$ cat config.mk
export PLATFORM = sky130hd
export DESIGN_NAME = uart_baud_gen
export DESIGN_NICKNAME = d
export VERILOG_FILES = /design/src/rtl/uart_pkg.sv /design/src/rtl/uart_tick_div.sv /design/src/rtl/uart_baud_gen.sv
export SDC_FILE = /design/constraint.sdc
export NUM_CORES = 1
export LEC_CHECK = 0
export ABC_CLOCK_PERIOD_IN_PS = 8100
export CAP_MARGIN = 10
export CORE_MARGIN = 4
export CORE_UTILIZATION = 59
export CTS_CLUSTER_SIZE = 25
export DETAILED_ROUTE_END_ITERATION = 7
export MAX_ROUTING_LAYER = met4
export PLACE_DENSITY = 0.89
export RECOVER_POWER = 100
export SYNTH_ARGS = -nofsm -noshare
export SYNTH_HDL_FRONTEND = slang
export SYNTH_SLANG_ARGS = --single-unit
$ cat constraint.sdc
create_clock -name clk -period 8.1 [get_ports clk]
set_clock_uncertainty 0.15 [all_clocks]
set_input_delay 2.43 -clock clk [delete_from_list [all_inputs] [get_ports clk]]
set_output_delay 2.43 -clock clk [all_outputs]
set_load 0.01 [all_outputs]
$ cat src/rtl/uart_pkg.sv
`timescale 1ns/1ps
// Shared constants for the UART baud-rate tick generator and its consumers.
package uart_pkg;

  localparam int DIV_W = 16;
  localparam int OSR   = 16;
  localparam int OSR_W = $clog2(OSR);

  // Example divisors for a 50 MHz system clock.
  localparam logic [DIV_W-1:0] DIV_9600_50M   = 16'd325;
  localparam logic [DIV_W-1:0] DIV_115200_50M = 16'd27;

  // Counter width for a modulo-OSR counter; never less than one bit.
  function automatic int osr_bits(input int osr);
    return (osr > 1) ? $clog2(osr) : 1;
  endfunction

endpackage

$ cat src/rtl/uart_tick_div.sv
`timescale 1ns/1ps
// Generic modulo counter: counts enabled cycles from 0 up to 'last', then reloads.
// tc is the combinational terminal-count strobe for the cycle that reloads.
module uart_tick_div #(
  parameter int W = 16
) (
  input  logic         clk,
  input  logic         rst_n,
  input  logic         clr,
  input  logic         en,
  input  logic [W-1:0] last,
  output logic         tc
);

  logic [W-1:0] count;

  // A 'last' that drops below the running count ends the period at once
  // instead of letting the counter run round the full range.
  assign tc = en && !clr && (count >= last);

  always_ff @(posedge clk) begin
    if (!rst_n || clr) begin
      count <= '0;
    end else if (tc) begin
      count <= '0;
    end else if (en) begin
      count <= count + W'(1);
    end
  end

endmodule

$ cat src/rtl/uart_baud_gen.sv
`timescale 1ns/1ps
// UART baud tick generator: rx_tick every i_divisor clocks (16x oversample),
// tx_tick once per OSR rx_ticks, both registered one-cycle strobes.
module uart_baud_gen
  import uart_pkg::*;
#(
  parameter int DIV_W = uart_pkg::DIV_W,
  parameter int OSR   = uart_pkg::OSR
) (
  input  logic             clk,
  input  logic             rst_n,
  input  logic [DIV_W-1:0] i_divisor,
  output logic             rx_tick,
  output logic             tx_tick
);

  localparam int OS_W = osr_bits(OSR);

  logic             div_zero;
  logic [DIV_W-1:0] div_last;
  logic             pre_tc;
  logic             os_tc;

  // A zero divisor parks the prescaler at 0; the underflowed 'last' is never used.
  assign div_zero = (i_divisor == '0);
  assign div_last = i_divisor - DIV_W'(1);

  uart_tick_div #(
    .W(DIV_W)
  ) u_prescaler (
    .clk  (clk),
    .rst_n(rst_n),
    .clr  (div_zero),
    .en   (1'b1),
    .last (div_last),
    .tc   (pre_tc)
  );

  uart_tick_div #(
    .W(OS_W)
  ) u_oversampler (
    .clk  (clk),
    .rst_n(rst_n),
    .clr  (1'b0),
    .en   (rx_tick),
    .last (OS_W'(OSR - 1)),
    .tc   (os_tc)
  );

  // tx_tick lands one clock after the rx_tick that completes each group.
  always_ff @(posedge clk) begin
    if (!rst_n) begin
      rx_tick <= 1'b0;
      tx_tick <= 1'b0;
    end else begin
      rx_tick <= pre_tc;
      tx_tick <= os_tc;
    end
  end

endmodule

### Yosys cells after proc, flatten, opt, wreduce, memory -nomap -nowiden

Cells that the tools add are included.

* register bits after elaboration: 22
* bits in read-only memories: 0
* input port bits: 18
* memories kept: 0
* output and inout bits: 2
* RAM bits: 0
* word-level logic and storage cells: 18
* latch bits: 0

* eq/ne operators: 0
* muxes and demuxes: 0
* reductions and logical operators: 8
* $lt $le $gt $ge: 2
* shifts and indexed selects: 0
* $mul: 0
* divide/modulo/power cells: 0
* bitwise logic cells: 1
* $add $sub $neg: 3

Operators by type and width (number)
* adder 16 x 1 -> 16 bit, second input constant: 1
* greater-or-equal comparator 16 bit: 1
* zero test 16 bit: 1
* subtractor 16 x 1 -> 16 bit, second input constant: 1
* adder 4 x 1 -> 4 bit, second input constant: 1
* greater-or-equal comparator 4 bit, second input constant: 1
* OR reduction 2 bit: 2
* logical AND 1 bit: 2
* zero test 1 bit: 2
* logical OR 1 bit: 1
* inverter 1 bit: 1

### Longest topological paths before layout

Gate-level depths: netlist of run 1.

* depth in word-level cells: 4
* mapped depth: 13
* mapped depth without buffers: 11

### Modules after synthesis

Synthesis of run 1 repeated with hierarchy kept, for this count alone.

* cells, all modules: 223
* area total of the unflattened synthesis: 1943.1 um^2

Modules (own cells, without submodules)
* uart_tick_div (u_prescaler): area an instance 1275.0 um^2, times used 1, cells each 139
* uart_baud_gen: area an instance 350.3 um^2, times used 1, cells each 48
* uart_tick_div (u_oversampler): area an instance 317.8 um^2, times used 1, cells each 36

### Worst setup path before layout of run 1

Ideal clock, no wire load.

* path type: input -> register
* start point: input port i_divisor[5]
* end point: register u_prescaler.count[9]
* path buffers: 2
* data required time: 7.888 ns
* setup time: 0.062 ns
* slack: 2.729 ns
* cell stages on the path: 12
* arrival: 5.159 ns
* cells stage by stage: nor4_1 -> nand2_1 -> nor4_1 -> xnor2_1 -> ha_1 -> nand4_1 -> nor2_1 -> or3_1 -> or4b_1 -> buf_6 -> buf_12 -> nor2_4

* cells in the longest elaborated chain, start to end: 4
* elaborated cells between the ends (all ways): 7
* those cells by class: 1 x add/sub; 1 x order compare; 5 x reduce/logical

Ends and longest elaborated chain
* start, declared: RTL line uart_baud_gen.sv:12 `input logic [DIV_W-1:0] i_divisor,`
* subtractor 16 x 1 -> 16 bit or zero test 16 bit (tied branches): RTL line uart_baud_gen.sv:26, uart_baud_gen.sv:25
* greater-or-equal comparator 16 bit or zero test 1 bit (tied branches): RTL line uart_tick_div.sv:19 `assign tc = en && !clr && (count >= last);`
* logical AND 1 bit: RTL line uart_tick_div.sv:19
* OR reduction 2 bit (no line) (*)
* end signal, assigned: RTL line uart_tick_div.sv:27 `count <= count + W'(1);`
* end, declared: RTL line uart_tick_div.sv:15 `logic [W-1:0] count;`

Mark *: on every way between the ends. The rest lies on a longest branch, timed or not.
A chain may end at the register's enable or synchronous reset.

### Worst setup path after layout of run 1

* start point: input port i_divisor[4]
* end point: register u_prescaler.count[6]

The elaborated chain is that of the path after synthesis.

==> out/metrics.csv, run 1 <==
metric,value,unit
gp_congestion,0.891,
critPathKind,input port to flip-flop,
ir_drop,0.105,mV
crit_arrival,6.62,ns
period_share,0.817,
p_sw,0.0000491,W
port_buffers,19,
cts_inserted_buffers,3,
die_h,59.8,um
routed_wl,3.23,mm
ys.flop_type,dfxtp_1,
critPathRequiredTime,8.10,ns
comb_power_share,0.190,
vias,1269,
p_sw_frac,0.252,
cp-end-kind,flip-flop,
internal_power,0.000146,W
syn_avg_cell_area,9.26,um^2
synth-xor-area-share,0.171,
grt_max_degree,17,
synth_commonest_cells,"dfxtp_1 (22), ha_1 (20), nor2_1 (17), xnor2_1 (16), xor2_1 (15)",
row_count,18,
drive_above_1_share,0.0789,
finalCriticalPeriod,6.62,ns
ios,20,
nets,230,
syn_inst,171,
finalSetupTns,0,ns
synth_top_area_frac,0.278,
synth_compound_area_frac,0.0719,
clkPwrFrac,0.241,
path_max_fanout,16,
fmax,151,MHz
postCtsHoldBufs,0,
fin_util,0.711,
postCtsSetupRepairBufs,0,
synth_edf_count,0,
die_w,59.8,um
max_slew_margin,0.300,
remaining_drc_errors,0,
status,"finished, final reports clean",
p_leak,0.702,nW
synthArstFlopShare,0,
drt_iter0_markers,75,
cts.htree.levels,1,
antenna_found_initial,0,
synth_warnings,0,
tightest_slew,1.05,ns
grt_pass1_wl,5.38,mm
cts_resized,0,
synth.area.mux_share,0.00632,
first_pass_iters,4,
final_cell_area,1790,um^2
syn_nets,209,
grt_overflow,0,
yosysSeqAreaShare,0.278,
final_hold_viol_count,0,
cts_tree,done,
clk_latency,0.30,ns
pwr-share-seq,0.568,
synth_most_common_cell,dfxtp_1,
die-area,3580,um^2
ys_top_cells_by_area,"dfxtp_1 (28%), ha_1 (16%), xnor2_1 (8.8%), xor2_1 (8.3%), nor2_4 (5.7%)",
fp.coreArea,2520,um^2
synth_top_family_by_area,simple AND/OR/NAND/NOR gates,
hp-class,flip-flop to flip-flop,
diodes,0,
rsz0062_at_grt,false,
clock_sinks,22,
grt_usage,0.203,
grt_pass1_vias,1292,
area_growth,13.2,%
cap_violations,0,
via_per_inst,5.77,
synth-simple-area-share,0.278,
cp-start-kind,input port,
ant_nets,0,
synthAdderAreaFrac,0.158,
wire_per_inst,14.7,um
power.density,109,nW/um^2
yosysTopAreaCell,dfxtp_1,
dpl_cell_area,1780,um^2
clk_pin_slew_worst_paths,0.11,ns
synth_cell_type_count,33,
dpl.hpwl,2.66,mm
cts.path.max_buffers,2,
ys_ff_latch,22,
maxSlewViolCount,0,
synth_area,1580,um^2
clockRootBuffer,clkbuf_4,
start_util,0.628,
finalSetupViolations,0,
flip-flops by register name, indices dropped and copies added, names as in the netlist:
name / flops
u_prescaler.count: 16
u_oversampler.count: 4
rx_tick: 1
tx_tick: 1
layout by cell type (no fill, tap or decap), types with 2 or more instances in the layout:
cell and n:
dfxtp_1 22, ha_1 20, nor2_1 17, xnor2_1 16
xor2_1 15, clkdlybuf4s50_1 15, nand2_1 11, nor2_4 8
nor3_1 7, nand3_1 7, inv_1 6, nand4_1 6
and3_1 5, a21oi_1 4, dlygate4sd3_1 4, nor4_1 3
or3_1 3, clkbuf_4 3, o21ai_0 2, nor2_2 2
and4_1 2
power groups by stage:
stage	combinational, W	clock (W)	sequential, W
floorplan	0.0000241	0	0.000113
global placement	0.0000358	0	0.000113
detailed placement	0.0000378	0	0.000114
CTS	0.0000381	0.0000474	0.000111
global route	0.0000408	0.0000517	0.000111
finish	0.0000372	0.0000471	0.000111
per-layer routing:
layer | up-vias | GRT usage | wire length (um)
li1 | 640 | - | -
met1 | 587 | 0.235 | 1460
met2 | 34 | 0.355 | 1560
met3 | 8 | 0.0173 | 134
met4 | 0 | 0.0854 | 72
met5 | - | - | 0
path summary, 6_finish.rpt:
path / startpoint / endpoint / slack (ns) / cells past startpoint
hold / removal: u_prescaler.count[0]$_SDFF_PP0_ / u_prescaler.count[0]$_SDFF_PP0_ / 0.33 / 1
setup reg to reg: u_prescaler.count[13]$_SDFF_PP0_ / u_prescaler.count[6]$_SDFF_PP0_ / 5.12 / 6
hold reg to reg: u_prescaler.count[0]$_SDFF_PP0_ / u_prescaler.count[0]$_SDFF_PP0_ / 0.33 / 1
setup / recovery: i_divisor[4] / u_prescaler.count[6]$_SDFF_PP0_ / 1.48 / 11
worst max-delay path, cell delays in order:
cell and delay (ns):
dlygate4sd3_1 0.61, nor4_1 0.55, nand2_1 0.22, nor4_1 0.38
xnor2_1 0.13, ha_1 0.30, nand4_1 0.14, or3_1 0.41
a2111oi_0 0.44, or4b_1 0.90, nor2_1 0.11
per-stage QoR:
step	power (W)	instances	hold slack, ns	worst slack (ns)
3_5_place_dp	0.000151	217	0.316	1.50
4_1_cts	0.000197	220	0.342	1.82
3_3_place_gp	0.000149	217	0.301	1.67
6_report	0.000195	220	0.335	1.48
5_1_grt	0.000204	220	0.373	1.16
2_1_floorplan	0.000137	171	0.285	2.73
cell families (layout without fill, tap and decap cells):
group           Yosys count  count (layout)
compound gates           13              13
xor+xnor                 31              31
fa+ha+maj                20              20
buf+inv                   9              28
flops                    22              22
mux                       1               1
simple gates             75              75
layout make-up:
cell class,instances,area (um^2)
clock buffer,3,22.5
sequential,22,440
inverter,6,22.5
timing repair buffer,19,190
tap,30,37.5
fill,180,729
multi-input combinational,140,1080
Power figures use the tool's default switching activity.
==> inputs of run 2 (changes only) <==
Settings changed: ABC_CLOCK_PERIOD_IN_PS 8100 to 6860, CORE_UTILIZATION 59 to 55, PLACE_DENSITY 0.89 to 0.84.
Clock period 8.1 ns to 6.86 ns, I/O delays scaled along.
==> out/metrics.csv, run 2 (synthesis gave the netlist of run 1 again) <==
metric,value,unit,change
max_slew_margin,0.509,,+0.209
critPathKind,input port to flip-flop,,
postCtsSetupRepairBufs,0,,unchanged
p_leak,0.713,nW,+1.6%
hold_start,u_prescaler.count[0]$_SDFF_PP0_,,
grt_max_degree,17,,unchanged
ir_drop,0.129,mV,+23%
period_share,0.859,,
gp_congestion,0.879,,-1.3%
nets,231,,+0.43%
critPathRequiredTime,6.96,ns,-1.14 ns
maxSlewViolCount,0,,unchanged
ios,20,,unchanged
cts_inserted_buffers,3,,unchanged
drive_above_1_share,0.0885,,+0.00959
fin_hold_ws,0.328,ns,-0.00624 ns
r2r_cells,7,,+1
postCtsHoldBufs,0,,unchanged
layout.cells.most_common,dfxtp_1,,
diodes,0,,unchanged
cp_slowest_cell,nor4_1,,
hp-class,flip-flop to flip-flop,,
rsz0062_at_grt,false,,
wire_per_inst,14.8,um,+1.0%
cts.htree.levels,1,,unchanged
min_to,u_prescaler.count[0]$_SDFF_PP0_,,
ant_nets,0,,unchanged
path_cells,dlygate4sd3_1 > nor4_1 > nand2_1 > nor2_1 > nand2_1 > xor2_1 > ha_1 > nand4_1 > nor2_1 > or3_1 > or4b_1 > clkbuf_2 > nor2_1,,
regMostFlops,u_prescaler.count,,
grt_pass1_vias,1287,,-0.39%
grt_overflow,0,,unchanged
die-area,3800,um^2,+6.3%
cp-start-kind,input port,,
clk_pin_slew_worst_paths,0.13,ns,+0.02 ns
vias,1283,,+1.1%
cap_violations,0,,unchanged
critPathTopFamily,simple AND/OR/NAND/NOR gates,,
status,"finished, final reports clean",,
cts.path.max_buffers,2,,unchanged
final_cells,223,,+1.4%
start_util,0.574,,-0.0536
clk_latency,0.31,ns,about the same
fmax,170,MHz,
clockRootBuffer,clkbuf_4,,
largest_reg_flops,16,,unchanged
worstReg2RegEnd,u_prescaler.count[6]$_SDFF_PP0_,,
r2r-start,u_prescaler.count[9]$_SDFF_PP0_,,
via_per_inst,5.75,,-0.26%
die_w,61.7,um,+3.1%
first_pass_iters,4,,unchanged
cts_resized,0,,unchanged
top_regs,"u_prescaler.count x16, u_oversampler.count x4",,
tightest_slew,0.730,ns,-0.320 ns
fp.coreArea,2760,um^2,+9.3%
dpl.hpwl,2.75,mm,+3.3%
finalSetupViolations,0,,unchanged
antenna_found_initial,0,,unchanged
finalSetupTns,0,ns,unchanged
dp.cells,219,,+0.92%
final_hold_viol_count,0,,unchanged
worst-path-buf-inv,2,,+1
path_max_fanout,16,,unchanged
clock_sinks,22,,unchanged
layout_common_cells,"dfxtp_1 (22), ha_1 (20), nor2_1 (18)",,
r2r_setup_slack,4.24,ns,-0.88 ns
grt_usage,0.205,,+0.00177
grt_pass1_wl,5.54,mm,+3.1%
cts_tree,done,,
routed_wl,3.31,mm,+2.4%
drt_iter0_markers,68,,-9.3%
remaining_drc_errors,0,,unchanged
cp-end-kind,flip-flop,,
hold_depth,1,,unchanged
finalCriticalPeriod,5.90,ns,
area_growth,14.7,%,
crit_arrival,5.99,ns,-0.63 ns
crit_top_cell,nor2_1,,
die_h,61.7,um,+3.1%
power.density,137,nW/um^2,+25%
max_stage_delay,0.67,ns,-0.23 ns
row_count,19,,+1
port_buffers,19,,unchanged
[run 2: layout make-up]
cell class / instances / area [um^2]
multi-input combinational: 140 / 1080
fill: 220 / 941
sequential: 22 / 440
timing repair buffer: 20 / 195
tap: 31 / 38.8
clock buffer: 4 / 36.3
inverter: 6 / 22.5
[run 2: worst max path at each step]
stage                     depth (start not counted)  slack, ns          from                              end
final                                            13       0.96  i_divisor[4]  u_prescaler.count[6]$_SDFF_PP0_
after global routing                             12       0.69  i_divisor[4]  u_prescaler.count[3]$_SDFF_PP0_
after CTS                                        13       1.34  i_divisor[4]  u_prescaler.count[3]$_SDFF_PP0_
after detailed placement                         12       1.03  i_divisor[4]  u_prescaler.count[6]$_SDFF_PP0_
after global placement                           13       1.10  i_divisor[4]  u_prescaler.count[5]$_SDFF_PP0_
after floorplan                                  12       1.86  i_divisor[5]  u_prescaler.count[9]$_SDFF_PP0_
[run 2: metrics by stage]
stage	power (W)	utilization	worst slack (ns)	area (um^2)
after floorplan	0.000162	-	1.86	1580
after global placement	0.000177	0.647	1.10	1790
after detailed placement	0.000179	0.647	1.03	1790
after CTS	0.000249	0.661	1.34	1820
after global routing	0.000258	0.659	0.686	1820
final	0.000248	0.659	0.965	1820
[run 2: worst reg2reg max path, cell delays in order, from the launching register on]
cell,delay (ns)
dfxtp_1,0.44
ha_1,0.28
a21oi_1,0.20
nor3_1,0.07
or3_1,0.33
or4b_1,0.50
clkbuf_2,0.38
nor2_1,0.21
[run 2: where the power goes]
group	internal [W]	switching [W]
clock network	0.0000324	0.0000401
logic	0.0000231	0.0000218
registers	0.000129	0.00000174
[run 2: metal layers]
metal	global-route usage	vias to the layer above	routed length, um
li1	-	643	-
met1	0.246	605	1480
met2	0.345	31	1670
met3	0.0398	4	132
met4	0.0576	0	31
met5	-	-	0
==> inputs of run 3 (changes only) <==
==> constraint.sdc (replaced) <==
create_clock -name clk -period 6.86 [get_ports clk]
set_clock_uncertainty 0.15 [all_clocks]
set_input_delay 1.715 -clock clk [delete_from_list [all_inputs] [get_ports clk]]
set_output_delay 1.715 -clock clk [all_outputs]
set_load 0.01 [all_outputs]
==> out/metrics.csv, run 3 (synthesis gave the netlist of run 1 again) <==
metric,value,unit,change
status,"finished, final reports clean",,
cp-start-kind,input port,,
clk_pin_slew_worst_paths,0.12,ns,about the same
tightest_slew,0.672,ns,-0.0581 ns
layout.cells.most_common,nor2_1,,
largest_reg_flops,16,,unchanged
clock_sinks,22,,unchanged
finalCriticalPeriod,5.26,ns,-0.631 ns
clkPwrFrac,0.291,,about the same
top_regs,"u_prescaler.count x16, u_oversampler.count x4",,
max_slew_margin,0.548,,+0.0391
wire_per_inst,14.9,um,+0.12%
finalSetupTns,0,ns,unchanged
first_pass_iters,4,,unchanged
dp.cells,219,,unchanged
maxSlewViolCount,0,,unchanged
ir_drop,0.128,mV,-1.1%
critPathKind,input port to flip-flop,,
path_cells,dlygate4sd3_1 > nor4_1 > nand2_1 > nor2_1 > nand2_1 > xor2_1 > ha_1 > nand4_1 > nor2_1 > or3_1 > or4b_1 > buf_4 > nor2_1,,
cts_inserted_buffers,3,,unchanged
r2r-start,u_prescaler.count[9]$_SDFF_PP0_,,
drive_above_1_share,0.0573,,-0.0313
p_leak,0.714,nW,+0.14%
period_share,0.767,,-0.0919
diodes,0,,unchanged
crit_top_cell,nor2_1,,
finalSetupViolations,0,,unchanged
fp.coreArea,2760,um^2,unchanged
nets,231,,unchanged
critPathRequiredTime,6.96,ns,about the same
pwr-share-seq,0.531,,+0.003
internal_power,0.000185,W,about the same
p_sw,0.0000621,W,-2.4%
final_cell_area,1770,um^2,-2.3%
min_to,u_prescaler.count[0]$_SDFF_PP0_,,
rsz0062_at_grt,false,,
gp_congestion,0.879,,unchanged
critPathTopFamily,simple AND/OR/NAND/NOR gates,,
grt_max_degree,17,,unchanged
grt_pass1_wl,5.54,mm,unchanged
via_per_inst,5.81,,+1.0%
worst-path-buf-inv,2,,unchanged
path_max_fanout,16,,unchanged
die-area,3800,um^2,unchanged
remaining_drc_errors,0,,unchanged
p_sw_frac,0.251,,-0.00470
worstReg2RegEnd,u_prescaler.count[9]$_SDFF_PP0_,,
postCtsHoldBufs,0,,unchanged
drt_iter0_markers,66,,-2.9%
vias,1296,,+1.0%
antenna_found_initial,0,,unchanged
cp-end-kind,flip-flop,,
cap_violations,0,,unchanged
grt_overflow,0,,unchanged
final_cells,223,,unchanged
max_stage_delay,0.63,ns,-0.04 ns
start_util,0.574,,unchanged
port_buffers,19,,unchanged
clk_latency,0.31,ns,about the same
crit_arrival,5.37,ns,-0.62 ns
cts_resized,0,,unchanged
fmax,190,MHz,+12%
final_hold_viol_count,0,,unchanged
clockRootBuffer,clkbuf_4,,
hp-class,flip-flop to flip-flop,,
grt_usage,0.205,,unchanged
row_count,19,,unchanged
die_w,61.7,um,unchanged
ant_nets,0,,unchanged
total_power,0.000247,W,-0.56%
dpl.hpwl,2.75,mm,unchanged
r2r_cells,7,,unchanged
dpl_cell_area,1790,um^2,unchanged
hold_depth,1,,unchanged
cp_slowest_cell,nor4_1,,
routed_wl,3.32,mm,+0.12%
comb_power_share,0.178,,-0.002
cts_tree,done,,
r2r_setup_slack,4.49,ns,+0.25 ns
power.density,139,nW/um^2,+1.8%
die_h,61.7,um,unchanged
cts.htree.levels,1,,unchanged
layout_common_cells,"nor2_1 (24), dfxtp_1 (22), ha_1 (20)",,
hold_start,u_prescaler.count[0]$_SDFF_PP0_,,
area_growth,12.0,%,
cts.path.max_buffers,2,,unchanged
grt_pass1_vias,1287,,unchanged
postCtsSetupRepairBufs,0,,unchanged
ios,20,,unchanged
regMostFlops,u_prescaler.count,,
run 3: final cells by class:
cell class                 instances  area [um^2]
sequential                        22          440
clock buffer                       4         36.3
timing repair buffer              20          198
fill                             230          983
inverter                           6         22.5
multi-input combinational        140         1040
tap                               31         38.8
run 3: worst max path at each step:
stage                                             endpoint  slack [ns]    startpoint  cells past startpoint
after floorplan            u_prescaler.count[9]$_SDFF_PP0_        2.20  i_divisor[5]                     12
after global placement     u_prescaler.count[5]$_SDFF_PP0_        1.44  i_divisor[4]                     13
after detailed placement   u_prescaler.count[6]$_SDFF_PP0_        1.38  i_divisor[4]                     12
after CTS                  u_prescaler.count[3]$_SDFF_PP0_        1.69  i_divisor[4]                     13
after global routing      u_prescaler.count[12]$_SDFF_PP0_        1.31  i_divisor[4]                     12
final                      u_prescaler.count[9]$_SDFF_PP0_        1.60  i_divisor[4]                     13
run 3: power by group through the flow:
| stage | sequential, W | clock [W] | combinational, W |
|---|---|---|---|
| after floorplan | 0.000134 | 0 | 0.0000285 |
| after global placement | 0.000134 | 0 | 0.0000427 |
| after detailed placement | 0.000134 | 0 | 0.0000452 |
| after CTS | 0.000131 | 0.0000727 | 0.0000454 |
| after global routing | 0.000131 | 0.0000775 | 0.0000486 |
| final | 0.000131 | 0.0000719 | 0.0000440 |
run 3: worst register-to-register path, cell delays in order, from the launching register on:
cell and delay (ns):
dfxtp_1 0.44, ha_1 0.28, a21oi_1 0.20, nor3_1 0.07, or3_1 0.33, or4b_1 0.50, buf_4 0.22, nor2_1 0.13
run 3: per-layer routing:
metal / track usage / share of wire
met5: - / 0
met1: 0.246 / 0.44
met3: 0.0398 / 0.052
met2: 0.345 / 0.50
met4: 0.0576 / 0.012
run 3: per-stage QoR:
step	utilization	worst slack, ns	hold slack, ns
floorplan	-	2.20	0.285
global placement	0.647	1.44	0.302
detailed placement	0.647	1.38	0.315
CTS	0.661	1.69	0.345
global route	0.643	1.31	0.375
finish	0.643	1.60	0.329
